===== src/rtl/mmss_ctrl_pkg.sv =====
// Shared constants for the MM:SS time controller: state encoding, BCD digit
// limits and blink-select codes.
package mmss_ctrl_pkg;

  localparam logic [1:0] ST_IDLE    = 2'd0;
  localparam logic [1:0] ST_RUN     = 2'd1;
  localparam logic [1:0] ST_SET_MIN = 2'd2;
  localparam logic [1:0] ST_SET_SEC = 2'd3;

  localparam logic [3:0] ONES_MAX = 4'd9;
  localparam logic [3:0] TENS_MAX = 4'd5;

  localparam logic [1:0] FLICK_MIN = 2'b10;
  localparam logic [1:0] FLICK_SEC = 2'b01;
  localparam logic [1:0] FLICK_OFF = 2'b00;

endpackage


===== src/rtl/bcd_mod60.sv =====
// Two-digit BCD modulo-60 counter with increment/decrement and wrap flags.
// Increment wins if both requests arrive together.
module bcd_mod60 (
  input  logic       clk,
  input  logic       rst,
  input  logic       inc_i,
  input  logic       dec_i,
  output logic [7:0] val_o,
  output logic       carry_o,
  output logic       borrow_o
);
  import mmss_ctrl_pkg::*;

  logic [3:0] r_ones, r_tens;
  logic [3:0] w_onesInc, w_tensInc, w_onesDec, w_tensDec;
  logic       w_atMax, w_atZero;

  assign w_atMax  = (r_ones == ONES_MAX) && (r_tens == TENS_MAX);
  assign w_atZero = (r_ones == 4'd0) && (r_tens == 4'd0);

  // Per-digit next values; tens only moves when the ones digit rolls over.
  always_comb begin
    w_onesInc = r_ones + 4'd1;
    w_tensInc = r_tens;
    w_onesDec = r_ones - 4'd1;
    w_tensDec = r_tens;
    if (r_ones == ONES_MAX) begin
      w_onesInc = 4'd0;
      w_tensInc = (r_tens == TENS_MAX) ? 4'd0 : r_tens + 4'd1;
    end
    if (r_ones == 4'd0) begin
      w_onesDec = ONES_MAX;
      w_tensDec = (r_tens == 4'd0) ? TENS_MAX : r_tens - 4'd1;
    end
  end

  always_ff @(posedge clk) begin
    if (rst) begin
      r_ones <= 4'd0;
      r_tens <= 4'd0;
    end else if (inc_i) begin
      r_ones <= w_onesInc;
      r_tens <= w_tensInc;
    end else if (dec_i) begin
      r_ones <= w_onesDec;
      r_tens <= w_tensDec;
    end
  end

  assign val_o    = {r_tens, r_ones};
  assign carry_o  = inc_i & w_atMax;
  assign borrow_o = dec_i & ~inc_i & w_atZero;

endmodule


===== src/rtl/mmss_time_controller.sv =====
// MM:SS stopwatch controller: button edge detection, run/set FSM, 1 Hz
// prescaler and BCD minute/second registers. Define COUNTDOWN_EN for countdown.
module mmss_time_controller #(
  parameter int CLK_DIV = 100_000_000
) (
  input  logic       clk,
  input  logic       rst,
  input  logic       btn_start_i,
  input  logic       btn_mode_i,
  input  logic       btn_inc_i,
  output logic [7:0] min_o,
  output logic [7:0] sec_o,
  output logic [1:0] flick_o,
  output logic       running_o,
  output logic       done_o
);
  import mmss_ctrl_pkg::*;

  localparam int PW = $clog2(CLK_DIV);
  localparam logic [PW-1:0] PRESC_MAX = PW'(CLK_DIV - 1);

  logic          r_prevStart, r_prevMode, r_prevInc;
  logic [1:0]    r_state, w_stateNext;
  logic [PW-1:0] r_presc;
  logic          w_modeEv, w_startEv, w_startAct, w_incAct;
  logic          w_tick, w_startOk, w_lastTick;
  logic          w_secInc, w_secDec, w_minInc, w_minDec;
  logic          w_secCarry, w_secBorrow, w_minCarry, w_minBorrow;
  logic          w_unusedFlags;
  logic [7:0]    w_min, w_sec;

  // Prev registers start high so a button held through reset is not an event.
  always_ff @(posedge clk) begin
    if (rst) begin
      r_prevStart <= 1'b1;
      r_prevMode  <= 1'b1;
      r_prevInc   <= 1'b1;
    end else begin
      r_prevStart <= btn_start_i;
      r_prevMode  <= btn_mode_i;
      r_prevInc   <= btn_inc_i;
    end
  end

  assign w_modeEv   = btn_mode_i & ~r_prevMode;
  assign w_startEv  = btn_start_i & ~r_prevStart;
  assign w_startAct = w_startEv & ~w_modeEv;
  assign w_incAct   = btn_inc_i & ~r_prevInc & ~w_modeEv & ~w_startEv;
  assign w_tick     = (r_state == ST_RUN) & (r_presc == PRESC_MAX) & ~w_startAct;

`ifdef COUNTDOWN_EN
  assign w_startOk  = w_startAct & ((w_min != 8'h00) | (w_sec != 8'h00));
  assign w_lastTick = w_tick & (w_min == 8'h00) & (w_sec == 8'h01);
  assign w_secInc   = (r_state == ST_SET_SEC) & w_incAct;
  assign w_secDec   = w_tick;
  assign w_minDec   = w_secBorrow;
`else
  assign w_startOk  = w_startAct;
  assign w_lastTick = 1'b0;
  assign w_secInc   = ((r_state == ST_SET_SEC) & w_incAct) | w_tick;
  assign w_secDec   = 1'b0;
  assign w_minDec   = 1'b0;
`endif

  // Seconds carry only ripples into minutes on a tick, never while editing seconds.
  assign w_minInc = ((r_state == ST_SET_MIN) & w_incAct) | (w_tick & w_secCarry);

  always_comb begin
    w_stateNext = r_state;
    case (r_state)
      ST_IDLE: begin
        if (w_modeEv)       w_stateNext = ST_SET_MIN;
        else if (w_startOk) w_stateNext = ST_RUN;
      end
      ST_RUN: begin
        if (w_startAct || w_lastTick) w_stateNext = ST_IDLE;
      end
      ST_SET_MIN: begin
        if (w_modeEv) w_stateNext = ST_SET_SEC;
      end
      ST_SET_SEC: begin
        if (w_modeEv) w_stateNext = ST_IDLE;
      end
      default: w_stateNext = ST_IDLE;
    endcase
  end

  // Prescaler only survives while staying in RUN, so every restart waits a full period.
  always_ff @(posedge clk) begin
    if (rst) begin
      r_state <= ST_IDLE;
      r_presc <= '0;
    end else begin
      r_state <= w_stateNext;
      if ((r_state == ST_RUN) && (w_stateNext == ST_RUN))
        r_presc <= (r_presc == PRESC_MAX) ? '0 : r_presc + PW'(1);
      else
        r_presc <= '0;
    end
  end

  bcd_mod60 u_sec (
    .clk      (clk),
    .rst      (rst),
    .inc_i    (w_secInc),
    .dec_i    (w_secDec),
    .val_o    (w_sec),
    .carry_o  (w_secCarry),
    .borrow_o (w_secBorrow)
  );

  bcd_mod60 u_min (
    .clk      (clk),
    .rst      (rst),
    .inc_i    (w_minInc),
    .dec_i    (w_minDec),
    .val_o    (w_min),
    .carry_o  (w_minCarry),
    .borrow_o (w_minBorrow)
  );

  assign w_unusedFlags = w_minCarry ^ w_minBorrow ^ w_secBorrow;

`ifdef COUNTDOWN_EN
  logic r_done;
  always_ff @(posedge clk) begin
    if (rst) r_done <= 1'b0;
    else     r_done <= w_lastTick;
  end
  assign done_o = r_done;
`else
  assign done_o = 1'b0;
`endif

  always_comb begin
    flick_o = FLICK_OFF;
    case (r_state)
      ST_SET_MIN: flick_o = FLICK_MIN;
      ST_SET_SEC: flick_o = FLICK_SEC;
      default:    flick_o = FLICK_OFF;
    endcase
  end

  assign min_o     = w_min;
  assign sec_o     = w_sec;
  assign running_o = (r_state == ST_RUN);

endmodule


===== config.mk =====
export PLATFORM = sky130hd
export DESIGN_NAME = mmss_time_controller
export DESIGN_NICKNAME = d
export VERILOG_FILES = /design/src/rtl/mmss_ctrl_pkg.sv /design/src/rtl/bcd_mod60.sv /design/src/rtl/mmss_time_controller.sv
export SDC_FILE = /design/constraint.sdc
export NUM_CORES = 1
export LEC_CHECK = 0
export CAP_MARGIN = 40
export CORE_UTILIZATION = 45
export DETAILED_ROUTE_END_ITERATION = 16
export DONT_BUFFER_PORTS = 1
export PLACE_DENSITY = 0.68
export RECOVER_POWER = 25
export SLEW_MARGIN = 5
export SYNTH_ARGS = -nofsm -noshare
export SYNTH_HDL_FRONTEND = slang
export SYNTH_SLANG_ARGS = --single-unit

===== constraint.sdc =====
create_clock -name clk -period 3.5 [get_ports clk]
set_clock_uncertainty 0.05 [all_clocks]
set_input_delay 0.7 -clock clk [delete_from_list [all_inputs] [get_ports clk]]
set_output_delay 0.7 -clock clk [all_outputs]
set_load 0.02 [all_outputs]

==> reports/results.txt <==
status: finished, final reports clean
GRT busiest layer: met2
Worst IR Drop VDD: 0.218 mV
mean routed wirelength per cell: 13.7 µm
Max Cap Violations: 0
DPL Wire Length: 3.64 mm
hold depth: 1
min cycle time layout: 2470 ps
filler cell count in the final layout: 529
Post-CTS Setup Bufs: 0
H-tree Lvls: 2
global routing usage on met2: 28.0%
ys async rst share: 0%
layout cells sized above 1: 5.21%
Core Area: 5270 µm²
syn avg cell area: 8.10 µm²
Synth Register Bits: 48
Initial Util: 48.1%
n_diodes: 0
startpoint of the worst hold path: rst
total iterations of the first detailed-routing run: 4
Critical Path Source Type: flop
WHS Endpoint: u_min.r_tens[0]$_SDFFE_PP0P_
Worst Hold Class: in2reg
CTS resizes: 0
RePlAce Congestion: 0.761
Setup crit end kind: flop
final wirelength: 5.18 mm
Starting DRT DRC Count: 86
placed insts: 370
GRT Total Usage: 18.8%
vias: 2085
WP data arrival: 2630 ps
RSZ-0062 raised after global routing: false
setup TNS: 0 ps
Final Non-Filler Cells: 377
Hold-fix buffers, CTS: 0
CP Class: reg2reg
Post-Synthesis Cell Area: 2530 µm²
Max Slew Vio Count: 0
CTS Buf Count: 5
sequential fraction of the synthesis area: 37.9%
vias in the first global route: 1964
clock-pin slew on the worst setup and hold paths: 90 ps
Layout Utilization: 50.4%
Synth top area share: 37.9%
antenna-violating nets left: 0
Top FF cell, synth: dfxtp_1
count leader, synth: nor2_1
first-pass GRT wire length: 9.05 mm
clk buf depth: 2
CTS tree: done
met1 usage: 25.2%
relative slew slack: 42.2%
Max FO, Critical Path: 13
pin count of the biggest net entering global routing: 34
Max Clock Freq: 0.404 GHz
Netlist cell types: 53
main area contributors after synthesis: dfxtp_1 38%, xnor2_1 7.6%, nor2_1 7.6%, nand3_1 3.6%, nand2_1 3.6%
FP Rows: 26
actual slew at the worst max-slew pin: 856 ps
clock insertion delay at the later pin of the skew report: 310 ps
grt ovf: 0
Mapped Nets: 319
worst flop-to-flop path endpoint: u_sec.r_tens[3]$_SDFFE_PP0P_
drt drc: 0
full die area: 5940 µm²
final hold viol count: 0
final setup violation count: 0
CTS root buf: clkbuf_8
met3 Track Usage GR: 5.12%
power consumption: 915 µW
number of enable flip-flop cells after synthesis: 0
Boundary Pins: 25
area of the multi-input gates: 1470 µm²
Reg2Reg Depth: 6
# clock sinks: 48
Ys Warns: 0
DR vias/cell: 5.53
Layout Nets: 313
antenna violations before repair: 0
Die X: 77.1 µm
area leader, netlist: dfxtp_1
FF-to-FF setup slack: 1030 ps
FF/Latch Area: 961 µm²
Mapped Cells: 313
Layout area overhead: 4.79%
Power Density: 345 nW/µm²
Leakage: 0.000863 µW
Crit path required time: 3660 ps
die height: 77.1 µm
critical register-to-register path startpoint: r_presc[0]$_SDFF_PP0_
top cells by instance count after synthesis: 51 x nor2_1, 48 x dfxtp_1, 24 x nand2_1, 22 x xnor2_1, 18 x nand3_1
Port Buf Inserts: 0
final period utilization: 70.7%
layout by cell type, fill, tap and decap left out, types with 4 or more instances in the layout:
| cell | Yosys | layout |
|---|---|---|
| nor3_1 | 14 | 14 |
| clkbuf_8 | 0 | 5 |
| nand4_1 | 6 | 6 |
| nand3_1 | 18 | 18 |
| and3_1 | 7 | 7 |
| xor2_1 | 4 | 4 |
| nor2b_1 | 14 | 14 |
| dfxtp_1 | 48 | 48 |
| nor4_1 | 4 | 4 |
| nand2_1 | 24 | 24 |
| xnor2_1 | 22 | 22 |
| or3_1 | 4 | 4 |
| o21ai_0 | 4 | 4 |
| nand2b_1 | 7 | 7 |
| a21oi_1 | 5 | 5 |
| nor2_1 | 51 | 51 |
| inv_1 | 11 | 11 |
report_power, final:
part           leakage (µW)  switching (µW)  internal, µW
Sequential         0.000388            9.01           551
Combinational      0.000434            20.4          12.0
Clock             0.0000410             186           136
registers in the layout, summed over array words and instances, names as in the netlist:
register,flops
r_presc,27
u_min.r_ones,4
u_min.r_tens,4
u_sec.r_ones,4
u_sec.r_tens,4
r_state,2
r_prevInc,1
r_prevMode,1
r_prevStart,1
routing by layer:
layer	share of wire [%]	wire, µm
met5	0	0
met4	1.6	83
met2	44	2260
met3	4.1	212
met1	51	2620
worst max-delay path, cell delays in order (launching register included):
cell and delay (ps):
dfxtp_1 380, ha_1 220, nand4_1 190, nor4_1 400, nand2_1 350, o32ai_1 430
mux2_2 370
cell type report:
cell class	count	area share (%)
clock buffer	6	2.73
clock inverter	1	0.188
inverter	11	1.55
multi-input combinational	240	55.5
sequential	48	36.2
tap	70	3.30
timing repair buffer	1	0.565
how the worst max path moves through the flow:
stage | from | to | slack, ps | depth (start not counted)
final | r_presc[0]$_SDFF_PP0_ | u_sec.r_tens[3]$_SDFFE_PP0P_ | 1030 | 6
after global routing | r_presc[0]$_SDFF_PP0_ | u_sec.r_tens[3]$_SDFFE_PP0P_ | 810 | 6
after CTS | r_presc[0]$_SDFF_PP0_ | u_sec.r_tens[3]$_SDFFE_PP0P_ | 1030 | 6
after detailed placement | r_presc[0]$_SDFF_PP0_ | u_sec.r_tens[3]$_SDFFE_PP0P_ | 1040 | 6
after global placement | r_presc[0]$_SDFF_PP0_ | r_presc[22]$_SDFF_PP0_ | 1000 | 6
after floorplan | r_presc[11]$_SDFF_PP0_ | u_sec.r_tens[0]$_SDFFE_PP0P_ | 1330 | 5
logic make-up after synthesis:
| group | count (synthesis) | share of synthesized area (%) |
|---|---|---|
| AOI/OAI and AO/OA | 32 | 9.03 |
| xor gates and xnor gates | 26 | 8.98 |
| adders and majority gates | 1 | 0.494 |
| buffers and inverters | 25 | 3.95 |
| DFF | 48 | 37.9 |
| muxes | 8 | 3.41 |
| other | 1 | 0.148 |
| and+or+nand+nor | 172 | 36.1 |
stage by stage:
step	hold WS, ps	area, µm²	worst slack (ps)
after floorplan	376	2530	1330
after global placement	391	2560	1000
after detailed placement	405	2580	1040
after CTS	404	2660	1030
after global routing	402	2660	806
final	412	2660	1030
Power figures use the tool's default switching activity.
